`src/rtl/instruction_cache_filler.sv`:
```
// Line-fill engine: fetches one aligned instruction line from external memory
// word by word and writes each word into the instruction cache.
module instruction_cache_filler #(
    parameter int LINE_WORDS = 64,
    parameter int TIMEOUT    = 255
) (
    input  logic        clock,
    input  logic        reset_n,
    input  logic        fill_req,
    input  logic [15:0] fill_base,
    input  logic        fill_abort,
    output logic        fill_busy,
    output logic        fill_done,
    output logic        fill_error,
    output logic [15:0] ext_addr,
    output logic        ext_rd,
    input  logic        ext_ready,
    input  logic [15:0] ext_data,
    output logic [15:0] mem_offset,
    output logic [5:0]  mem_inst_addr,
    output logic [15:0] mem_inst_bus,
    output logic        mem_we,
    output logic [2:0]  dbg_state_o
);

    typedef enum logic [2:0] {
        S_IDLE  = 3'd0,
        S_REQ   = 3'd1,
        S_WRITE = 3'd2,
        S_DONE  = 3'd3,
        S_ERR   = 3'd4
    } state_t;

    localparam logic [15:0] LINE_MASK = 16'(LINE_WORDS - 1);
    localparam logic [5:0]  LAST_IDX  = 6'(LINE_WORDS - 1);
    localparam logic [7:0]  TIMEOUT_W = 8'(TIMEOUT);

    state_t      state_q, state_d;
    logic [15:0] base_q, base_d;
    logic [5:0]  index_q, index_d;
    logic [7:0]  wait_q, wait_d;
    logic [15:0] bus_q, bus_d;
    logic [5:0]  waddr_q, waddr_d;
    logic        busy_q, busy_d;

    always_ff @(posedge clock or negedge reset_n) begin
        if (!reset_n) begin
            state_q <= S_IDLE;
            base_q  <= '0;
            index_q <= '0;
            wait_q  <= '0;
            bus_q   <= '0;
            waddr_q <= '0;
            busy_q  <= 1'b0;
        end else begin
            state_q <= state_d;
            base_q  <= base_d;
            index_q <= index_d;
            wait_q  <= wait_d;
            bus_q   <= bus_d;
            waddr_q <= waddr_d;
            busy_q  <= busy_d;
        end
    end

    // Handshake: a read completes in any cycle where ext_rd and ext_ready are both
    // high; an abort in the same cycle wins and the returned word is dropped.
    always_comb begin
        state_d = state_q;
        base_d  = base_q;
        index_d = index_q;
        wait_d  = wait_q;
        bus_d   = bus_q;
        waddr_d = waddr_q;
        case (state_q)
            S_IDLE: begin
                if (fill_req) begin
                    base_d  = fill_base & ~LINE_MASK;
                    index_d = '0;
                    wait_d  = '0;
                    state_d = S_REQ;
                end
            end
            S_REQ: begin
                if (fill_abort) begin
                    state_d = S_IDLE;
                end else if (ext_ready) begin
                    bus_d   = ext_data;
                    waddr_d = index_q;
                    state_d = S_WRITE;
                end else begin
                    wait_d = wait_q + 8'd1;
                    if (wait_q + 8'd1 == TIMEOUT_W) begin
                        state_d = S_ERR;
                    end
                end
            end
            S_WRITE: begin
                if (fill_abort) begin
                    state_d = S_IDLE;
                end else if (index_q == LAST_IDX) begin
                    state_d = S_DONE;
                end else begin
                    index_d = index_q + 6'd1;
                    wait_d  = '0;
                    state_d = S_REQ;
                end
            end
            S_DONE:  state_d = S_IDLE;
            S_ERR:   state_d = S_IDLE;
            default: state_d = S_IDLE;
        endcase
        busy_d = (state_d == S_REQ) || (state_d == S_WRITE);
    end

    // Base is line-aligned, so base + index never carries out of 16 bits.
    assign ext_addr      = base_q + {10'b0, index_q};
    assign ext_rd        = (state_q == S_REQ);
    assign mem_we        = (state_q == S_WRITE);
    assign fill_done     = (state_q == S_DONE);
    assign fill_error    = (state_q == S_ERR);
    assign fill_busy     = busy_q;
    assign mem_offset    = base_q;
    assign mem_inst_addr = waddr_q;
    assign mem_inst_bus  = bus_q;
    assign dbg_state_o   = state_q;

endmodule

```
`config.mk`:
```
export PLATFORM = sky130hd
export DESIGN_NAME = instruction_cache_filler
export DESIGN_NICKNAME = d
export VERILOG_FILES = /design/src/rtl/instruction_cache_filler.sv
export SDC_FILE = /design/constraint.sdc
export NUM_CORES = 1
export LEC_CHECK = 0
export ABC_AREA = 1
export CORE_MARGIN = 2
export CORE_UTILIZATION = 30
export CTS_CLUSTER_SIZE = 20
export DETAILED_ROUTE_END_ITERATION = 7
export GPL_TIMING_DRIVEN = 0
export HOLD_SLACK_MARGIN = 0.03
export PLACE_DENSITY = 0.63
export SLEW_MARGIN = 5
export SYNTH_ARGS = -nofsm -noshare
export SYNTH_HDL_FRONTEND = slang
export SYNTH_SLANG_ARGS = --single-unit
```
`constraint.sdc`:
```
create_clock -name clock -period 1.8 [get_ports clock]
set_input_delay 0.36 -clock clock [delete_from_list [all_inputs] [get_ports clock]]
set_output_delay 0.36 -clock clock [all_outputs]
set_load 0.01 [all_outputs]
```
---- Word-level counts from Yosys, hierarchy flattened ----
Cells that the tools add are included.
cells by class
  add/sub/neg operators ................... 3
  equal/unequal tests ..................... 13
  multiplexer cells ....................... 17
  bitwise operators ....................... 1
  reductions and logical operators ........ 8
operators by type and width
  cell                 number
  $mux 8               5
  $pmux 8 s3           1
  $mux 6               3
  $add 16x6->16        1
  $mux 3               4
  $pmux 6 s2           1
  $ne 2x2->1 const B   5
  $eq 3x2->1 const B   3
  $pmux 3 s3           1
  $add 8x1->8 const B  1
  $eq 8x8->1 const B   1
  $add 6x1->6 const B  1
  $eq 3x1->1 const B   2
  $eq 6x6->1 const B   1
  $reduce_and 6->1     1
  $mux 2               2
  $reduce_and 4->1     1
  $eq 3x3->1 const B   1
  $logic_not 3->1      1
  $reduce_and 3->1     1
  $reduce_bool 3->1    1
  $reduce_and 2->1     1
  $reduce_bool 2->1    1
  $logic_or 1x1->1     1
  $not 1->1            1
word-level totals
  bits in registers ....................... 50
  logic and storage cells ................. 49

---- Longest topological paths before layout ----
Gate-level depths: netlist of run 1.
  depth in word-level cells ............... 8
  gate-level depth with buffers ........... 12
  gate-level depth less buffers ........... 12

---- Worst setup path before layout of run 1 ----
No wires, ideal clock.
  path type ............................... reg-to-reg
  from .................................... reg state_q[1], in the netlist dbg_state_o[1]
  to ...................................... reg bus_q[15], in the netlist mem_inst_bus[15]
  arrival time ............................ 1.440 ns
  required time ........................... 1.675 ns
  setup slack ............................. 0.235 ns
  cell stages (with the launch flop) ...... 5
  period minus slack after synthesis ...... 1.565 ns
  path through ............................ dfrtp_1 -> nor3_4 -> nand3_4 -> buf_2 -> mux2_4
on the way
  longest elaborated chain between the ends .. 2
ends and longest elaborated chain
  element                            line  text
  start: declaration                 38    state_t state_q, state_d;
  start signal: assignment           56    state_q <= state_d;
  $eq 3x1->1                         n/a
  via ext_rd                         16    output logic ext_rd,
  $reduce_and 3->1 (no source line)  n/a
  end signal: assignment             60    bus_q <= bus_d;
  end: declaration                   42    logic [15:0] bus_q, bus_d;
The timed path passes the listed nets, and every way through them passes these cells.
A chain may end at the register's enable or synchronous reset.

---- Worst setup path after layout of run 1 ----
  from .................................... reg state_q[1], in the netlist dbg_state_o[1]
  to ...................................... out ext_rd
on the way
  longest elaborated chain between the ends .. 1
ends and longest elaborated chain
  element           line  text
  $eq 3x1->1        118   assign ext_rd = (state_q == S_REQ);
  end: declaration  16
Every way passes these cells.

==> out/summary.txt, run 1 <==
Slew Limit Fails - 0
Leak - 1.575 nW
DRC - 0
total power - 3.660 mW
Synth top area share - 0.5222
CP Launch Type - register
via count - 1889
CP required - 1.44 ns
core area - 7727 um^2
CTS Buf Count - 5
Die W - 93.37 um
drt total wl - 5.286 mm
top_reg_cell synth - dfrtp_1
final instance area - 3578 um^2
Setup WS post-layout - 0.07138 ns
vias in the first global route - 1754
total global routing overflow - 0
Place WS - -0.1767 ns
Peak VDD IR - 0.4390 mV
initial antenna violation count - 0
top layer in use - met3
met1 wire length - 2.609 mm
PortBufs - 86
diode count - 0
fin nets - 369
Area Growth Syn to Fin - 49.35%
Die H - 93.37 um
Netlist cell types - 25
CTS H-tree depth - 2
PD cells - 1023 nW/um^2
TritonCTS clock tree - yes
Initial Util - 0.3101
Critical path buffers and inverters - 2
largest stage delay on the critical path - 0.45 ns
share of layout cells above drive strength 1 - 0.2242
Setup Viol. Count Final - 0
clock skew - 0.005574 ns
crit path capture type - primary output
Max clock buf depth - 2
Top delay family on crit path - flip-flops
Final period util - 0.9603
Tmin final - 1.729 ns
largest net degree at the start of global routing - 37
Met2 Routed Length - 2.330 mm
first-pass GRT wire length - 8.583 mm
post-synthesis register bit count - 50
Synth area leaders - dfrtp_1 52%, mux2_2 8.0%, mux2_4 6.9%
gpl congestion - 0.8150
Mapped Cells - 227
Fin. Hold Viols - 0
Die ar. - 8718 um^2
worst hold-check path type - in -> async
WL/cell - 12.24 um
I/O Pins - 99
slowest CP cell - dfrtp_2
Tot GR Track Use - 0.1240
Mapped Area - 2396 um^2
fillers - 753
fmax - 578.5 MHz
asr flop ratio synth - 1.000
crit path max fanout - 6
Pre-antenna DRT Iters - 4
Placed Area - 3418 um^2
Post-Route Utilization - 0.4631
clock latency at the later pin of the worst-skew pair - 0.30 ns
clock root buffer - clkbuf_8
Post-synth EDFFs - 0
Rows - 32
Synth Warn # - 0
status - finished, final reports clean
crit-path cells - buf_4, nor3_4, buf_2
met3 wire len - 346 um
CTS clock-pin slew for the worst setup and hold paths - 0.10 ns
critical path data arrival time - 1.37 ns
antenna viol nets, final - 0
top cell type by total area after synthesis - dfrtp_1
Critical Setup Path Class - reg -> out
HPWL after DPL - 3.943 mm
Seq/Total Area, Yosys - 0.5222
drt via density - 4.373
Max-Cap Viols - 0
Mean Syn Cell Area - 10.56 um^2
clk sink count - 50
DR iter-0 viols - 47
per-layer routing:
layer	global-route usage	vias to the layer above
met5	0	-
met4	0.02328	0
met3	0.03787	0
met2	0.1805	70
met1	0.1826	887
li1	-	932
worst paths after layout:
check                                 start                to  slack [ns]  cells after the start
max                          dbg_state_o[1]            ext_rd        0.07                      3
min in group clock         mem_inst_addr[2]  mem_inst_addr[2]        0.49                      2
min                                 reset_n   mem_inst_bus[7]        0.49                      2
max reg2reg                  dbg_state_o[1]  mem_inst_bus[15]        0.08                      5
max in group asynchronous           reset_n    dbg_state_o[1]        0.78                      3
min reg2reg                mem_inst_addr[2]  mem_inst_addr[2]        0.49                      2
layout by cell type, fill, tap and decap left out, types with 3 or more instances in the layout:
cell type	instances
nand4_1	4
buf_4	18
mux2_2	17
o22ai_1	5
mux2_4	11
clkdlybuf4s50_1	81
xor2_1	3
inv_1	25
nand3_1	10
conb_1	6
o21ai_0	16
clkbuf_8	5
buf_2	4
nor3_4	3
nand2_1	38
nor2_1	9
dfrtp_1	48
layout make-up:
type	count	area, um^2	area share
multi-input combinational	135	945.9	0.2643
buffer	19	141.4	0.03951
tap	102	127.6	0.03566
clock buffer	5	68.82	0.01923
sequential	50	1254	0.3503
inverter	28	107.6	0.03007
clock inverter	3	45.04	0.01259
timing repair buffer	90	888.4	0.2483
timing repair:
action                     4_1_cts  5_1_grt
gates resized for setup         11        7
setup buffers                    1        1
pin swaps                        1        2
hold endpoints to repair        14        0
setup endpoints to repair        4       11
hold buffers                     1        0
kinds of logic (layout without fill, tap and decap cells):
logic type	after synthesis	in the layout	synth area share
DFF	50	50	0.5222
xor gates and xnor gates	3	3	0.01097
and+or+nand+nor	69	69	0.1384
adders and majority gates	3	3	0.01567
muxes	28	28	0.1488
AOI/OAI and AO/OA	26	26	0.05953
other	1	6	0.001565
buffers and inverters	47	145	0.1029
Yosys cell counts, types with 3 or more instances:
cell type and count:
dfrtp_1 50, nand2_1 38, inv_1 26, mux2_2 17, buf_4 16, o21ai_0 16
mux2_4 11, nand3_1 10, nor2_1 9, o22ai_1 6, nand4_1 4, ha_1 3
xor2_1 3
per-stage QoR:
| step | TNS, ns | hold slack [ns] | cells |
|---|---|---|---|
| after CTS | 0 | 0.4971 | 431 |
| after detailed placement | -1.817 | 0.2962 | 421 |
| after global routing | -0.01153 | 0.5143 | 432 |
| final | 0 | 0.4896 | 432 |
| after global placement | -61.16 | 0.4717 | 420 |
| after floorplan | 0 | 0.06441 | 232 |
sequential cells by signal, indices dropped and copies added, names as in the netlist:
name	count
mem_inst_bus	16
mem_offset	10
wait_q	8
index_q	6
mem_inst_addr	6
dbg_state_o	3
fill_busy	1
power by group:
part | internal (mW) | switching [mW] | total [mW]
Sequential | 1.35 | 0.134 | 1.48
Clock | 0.414 | 0.397 | 0.811
Combinational | 0.871 | 0.495 | 1.37
Power figures use the tool's default switching activity.
==> inputs of run 2 (changes only) <==
--- a/config.mk
+++ b/config.mk
@@ -6,13 +6,13 @@
 export NUM_CORES = 1
 export LEC_CHECK = 0
 export ABC_AREA = 1
+export CAP_MARGIN = 20
 export CORE_MARGIN = 2
 export CORE_UTILIZATION = 30
 export CTS_CLUSTER_SIZE = 20
 export DETAILED_ROUTE_END_ITERATION = 7
 export GPL_TIMING_DRIVEN = 0
 export HOLD_SLACK_MARGIN = 0.03
-export PLACE_DENSITY = 0.63
 export SLEW_MARGIN = 5
 export SYNTH_ARGS = -nofsm -noshare
 export SYNTH_HDL_FRONTEND = slang
==> out/summary.txt, run 2 (synthesis results as in run 1) <==
CTS clock-pin slew for the worst setup and hold paths - 0.09 ns
total global routing overflow - 0
core area - 7727 um^2
crit path capture type - primary output
Hold Crit Depth - 2
drt via density - 4.321
vias in the first global route - 1722
Fin. Hold Viols - 0
CP Launch Type - register
antenna viol nets, final - 0
clock root buffer - clkbuf_8
CTS H-tree depth - 2
Leak - 1.572 nW
worst slew pin tran - 0.5005 ns
CP required - 1.44 ns
Initial Util - 0.3101
Die W - 93.37 um
PD cells - 1004 nW/um^2
Area Growth Syn to Fin - 47.83%
Setup Viol. Count Final - 0
TritonCTS clock tree - yes
worst hold-check path type - reg -> reg
max FFs per register - 16
Max clock buf depth - 2
Placed Area - 3418 um^2
crit path max fanout - 6
via count - 1858
CTS Buf Count - 5
WL/cell - 12.08 um
diode count - 0
most frequent cells in the layout - 81 x clkdlybuf4s50_1, 48 x dfrtp_1, 38 x nand2_1, 25 x inv_1, 17 x mux2_2
critical path data arrival time - 1.36 ns
gpl congestion - 0.7753
DR iter-0 viols - 29
status - finished, final reports clean
first-pass GRT wire length - 8.383 mm
largest net degree at the start of global routing - 31
Setup WS post-layout - 0.08117 ns
fmax - 581.8 MHz
DRC - 0
worst r2r path cells - 5
total power - 3.555 mW
final instance area - 3542 um^2
fin nets - 367
hold_ws - 0.4931 ns
Tmin final - 1.719 ns
Place WS - -0.1159 ns
Die H - 93.37 um
initial antenna violation count - 0
largest stage delay on the critical path - 0.45 ns
clock skew - 0.007040 ns
Max-Cap Viols - 0
share of layout cells above drive strength 1 - 0.2134
clk sink count - 50
most common cell after layout, fill and taps aside - clkdlybuf4s50_1
Critical Setup Path Class - reg -> out
Pre-antenna DRT Iters - 4
Slew Limit Fails - 0
Rows - 32
Tot GR Track Use - 0.1216
crit-path cells - inv_2, nand3_4, inv_4, dlygate4sd2_1
drt total wl - 5.194 mm
Peak VDD IR - 0.3403 mV
I/O Pins - 99
slowest CP cell - dfrtp_2
HPWL after DPL - 3.952 mm
clock latency at the later pin of the worst-skew pair - 0.30 ns
PortBufs - 86
Max-slew headroom - 0.6645
RSZ-0062 raised after global routing - true
Final period util - 0.9549
Die ar. - 8718 um^2
total negative slack - 0 ns
==> run 2: path summary, 6_finish.rpt <==
kind	from	endpoint	slack, ns
min reg2reg	mem_inst_addr[2]	mem_inst_addr[2]	0.49
min in group asynchronous	reset_n	mem_inst_bus[12]	0.55
max	dbg_state_o[2]	mem_we	0.08
max reg2reg	dbg_state_o[0]	mem_inst_bus[15]	0.15
min	mem_inst_addr[2]	mem_inst_addr[2]	0.49
max in group asynchronous	reset_n	dbg_state_o[2]	0.70
==> run 2: through the flow <==
stage,util,std cells
5_1_grt,0.4584,430
3_5_place_dp,0.4424,421
4_1_cts,0.4582,430
6_report,0.4584,430
3_3_place_gp,0.4404,420
2_1_floorplan,-,232
==> run 2: area by class of cell <==
class,count,area [um^2]
Inverter,28,107.6
Clock buffer,7,96.34
Buffer,19,141.4
Multi-Input combinational cell,135,929.6
Timing Repair Buffer,88,877.1
Sequential cell,50,1254
Clock inverter,1,8.758
Tap cell,102,127.6
Fill cell,760,4185
==> run 2: worst max-delay path: cells and delay by family, from the launching register on <==
family | cells | cell delay (ns)
buffers and inverters | 3 | 0.49
DFF | 1 | 0.45
and+or+nand+nor | 1 | 0.12
==> run 2: what timing repair did <==
action,4_1_cts,5_1_grt
endpoints found under the hold margin,20,0
resized for setup,9,3
pin swaps,1,1
hold buffers,1,0
setup buffers,0,0
setup endpoints to repair,4,11
==> run 2: metal layers <==
layer	up-vias	global-route usage	part of all wire
met3	2	0.04029	0.072
li1	927	-	-
met5	-	0	0
met4	0	0.02941	0.0037
met1	866	0.1626	0.47
met2	63	0.1906	0.45
==> run 2: power by group <==
part | leakage (nW) | switching, mW | total [mW] | internal [mW]
clock network | 0.0544 | 0.367 | 0.720 | 0.353
registers | 0.634 | 0.139 | 1.49 | 1.35
logic | 0.883 | 0.482 | 1.35 | 0.865
total | 1.57 | 0.989 | 3.56 | 2.57
==> inputs of run 3 (changes only) <==
--- a/config.mk
+++ b/config.mk
@@ -8,11 +8,12 @@
 export ABC_AREA = 1
 export CAP_MARGIN = 20
 export CORE_MARGIN = 2
-export CORE_UTILIZATION = 30
+export CORE_UTILIZATION = 35
 export CTS_CLUSTER_SIZE = 20
 export DETAILED_ROUTE_END_ITERATION = 7
 export GPL_TIMING_DRIVEN = 0
 export HOLD_SLACK_MARGIN = 0.03
+export PLACE_DENSITY = 0.68
 export SLEW_MARGIN = 5
 export SYNTH_ARGS = -nofsm -noshare
 export SYNTH_HDL_FRONTEND = slang
==> out/summary.txt, run 3 (synthesis results as in run 1) <==
status - finished, final reports clean
antenna viol nets, final - 0
Tot GR Track Use - 0.1500
Fin. Hold Viols - 0
Die ar. - 7524 um^2
HPWL after DPL - 3.989 mm
first-pass GRT wire length - 8.776 mm
Setup Viol. Count Final - 0
share of layout cells above drive strength 1 - 0.2073
Leak - 1.556 nW
Area Growth Syn to Fin - 45.74%
Setup WS post-layout - 0.07103 ns
total negative slack - 0 ns
worst hold-check path type - reg -> reg
largest stage delay on the critical path - 0.60 ns
largest net degree at the start of global routing - 33
Die H - 86.74 um
DRC - 0
most frequent cells in the layout - 81 x clkdlybuf4s50_1, 48 x dfrtp_1, 38 x nand2_1, 25 x inv_1, 17 x mux2_2
total global routing overflow - 0
WL/cell - 13.03 um
crit-path cells - clkdlybuf4s50_1
PD cells - 1001 nW/um^2
worst slew pin tran - 0.5370 ns
Peak VDD IR - 0.3336 mV
clk sink count - 50
clock skew - 0.005014 ns
Initial Util - 0.3566
Place WS - -0.08395 ns
CP Launch Type - register
top layer in use - met4
I/O Pins - 99
gpl congestion - 0.7852
met1 wire length - 2.407 mm
met3 wire len - 369 um
Tmin final - 1.729 ns
Critical Setup Path Class - reg -> out
fin nets - 367
clock root buffer - clkbuf_8
drt total wl - 5.316 mm
clock latency at the later pin of the worst-skew pair - 0.31 ns
via count - 1901
crit path capture type - primary output
Max-slew headroom - 0.6400
crit path max fanout - 6
Met2 Routed Length - 2.479 mm
RSZ-0062 raised after global routing - true
CTS Buf Count - 5
diode count - 0
max FFs per register - 16
DR iter-0 viols - 59
core area - 6719 um^2
most common cell after layout, fill and taps aside - clkdlybuf4s50_1
Rows - 30
PortBufs - 86
Max clock buf depth - 2
critical path data arrival time - 1.37 ns
CTS clock-pin slew for the worst setup and hold paths - 0.09 ns
Critical path buffers and inverters - 1
Pre-antenna DRT Iters - 4
Final period util - 0.9605
total power - 3.495 mW
drt via density - 4.659
slowest CP cell - clkdlybuf4s50_1
TritonCTS clock tree - yes
initial antenna violation count - 0
Slew Limit Fails - 0
hold_ws - 0.5015 ns
CTS H-tree depth - 2
fmax - 578.4 MHz
Die W - 86.74 um
CP required - 1.44 ns
Top delay family on crit path - buffers and inverters
vias in the first global route - 1835
Max-Cap Viols - 0
[run 3: path summary, 6_finish.rpt]
check	end	depth (start not counted)	start	slack, ns
min in group asynchronous	mem_inst_bus[12]	2	reset_n	0.52
max in group asynchronous	dbg_state_o[2]	3	reset_n	0.75
hold / removal	mem_inst_addr[4]	2	mem_inst_addr[4]	0.50
setup reg to reg	wait_q[0]	5	index_q[0]	0.13
setup / recovery	dbg_state_o[1]	1	dbg_state_o[1]	0.07
hold reg to reg	mem_inst_addr[4]	2	mem_inst_addr[4]	0.50
[run 3: cell type report]
class,count,area (um^2)
clock inverters,2,13.76
inverters,28,107.6
well taps,80,100.1
plain buffers,19,141.4
fillers,618,3227
multi-input cells,135,924.6
clock buffers,6,72.57
flip-flops and latches,50,1254
repair buffers,88,878.3
[run 3: what timing repair did]
item                                    CTS  global route
buffers inserted                          0             0
hold buffers                              1             0
endpoints found under the setup margin    4             5
pin swaps                                 1             1
gates resized for setup                   9             3
hold endpoints to repair                 18             0
[run 3: through the flow]
step           cell area (um^2)  std cells    util
2_1_floorplan              2415        232       -
6_report                   3492        408  0.5197
4_1_cts                    3495        408  0.5201
3_3_place_gp               3376        398  0.5024
5_1_grt                    3492        408  0.5197
3_5_place_dp               3391        399  0.5047
[run 3: per-layer routing]
metal / vias to the layer above / global-route usage
li1: 927 / -
met4: 0 / 0.04545
met5: - / 0
met2: 65 / 0.2315
met1: 903 / 0.2011
met3: 6 / 0.04952
[run 3: power breakdown]
group | leakage (nW) | switching (mW) | internal (mW)
sequential | 0.634 | 0.136 | 1.35
combinational | 0.877 | 0.490 | 0.866
clock | 0.0452 | 0.380 | 0.275
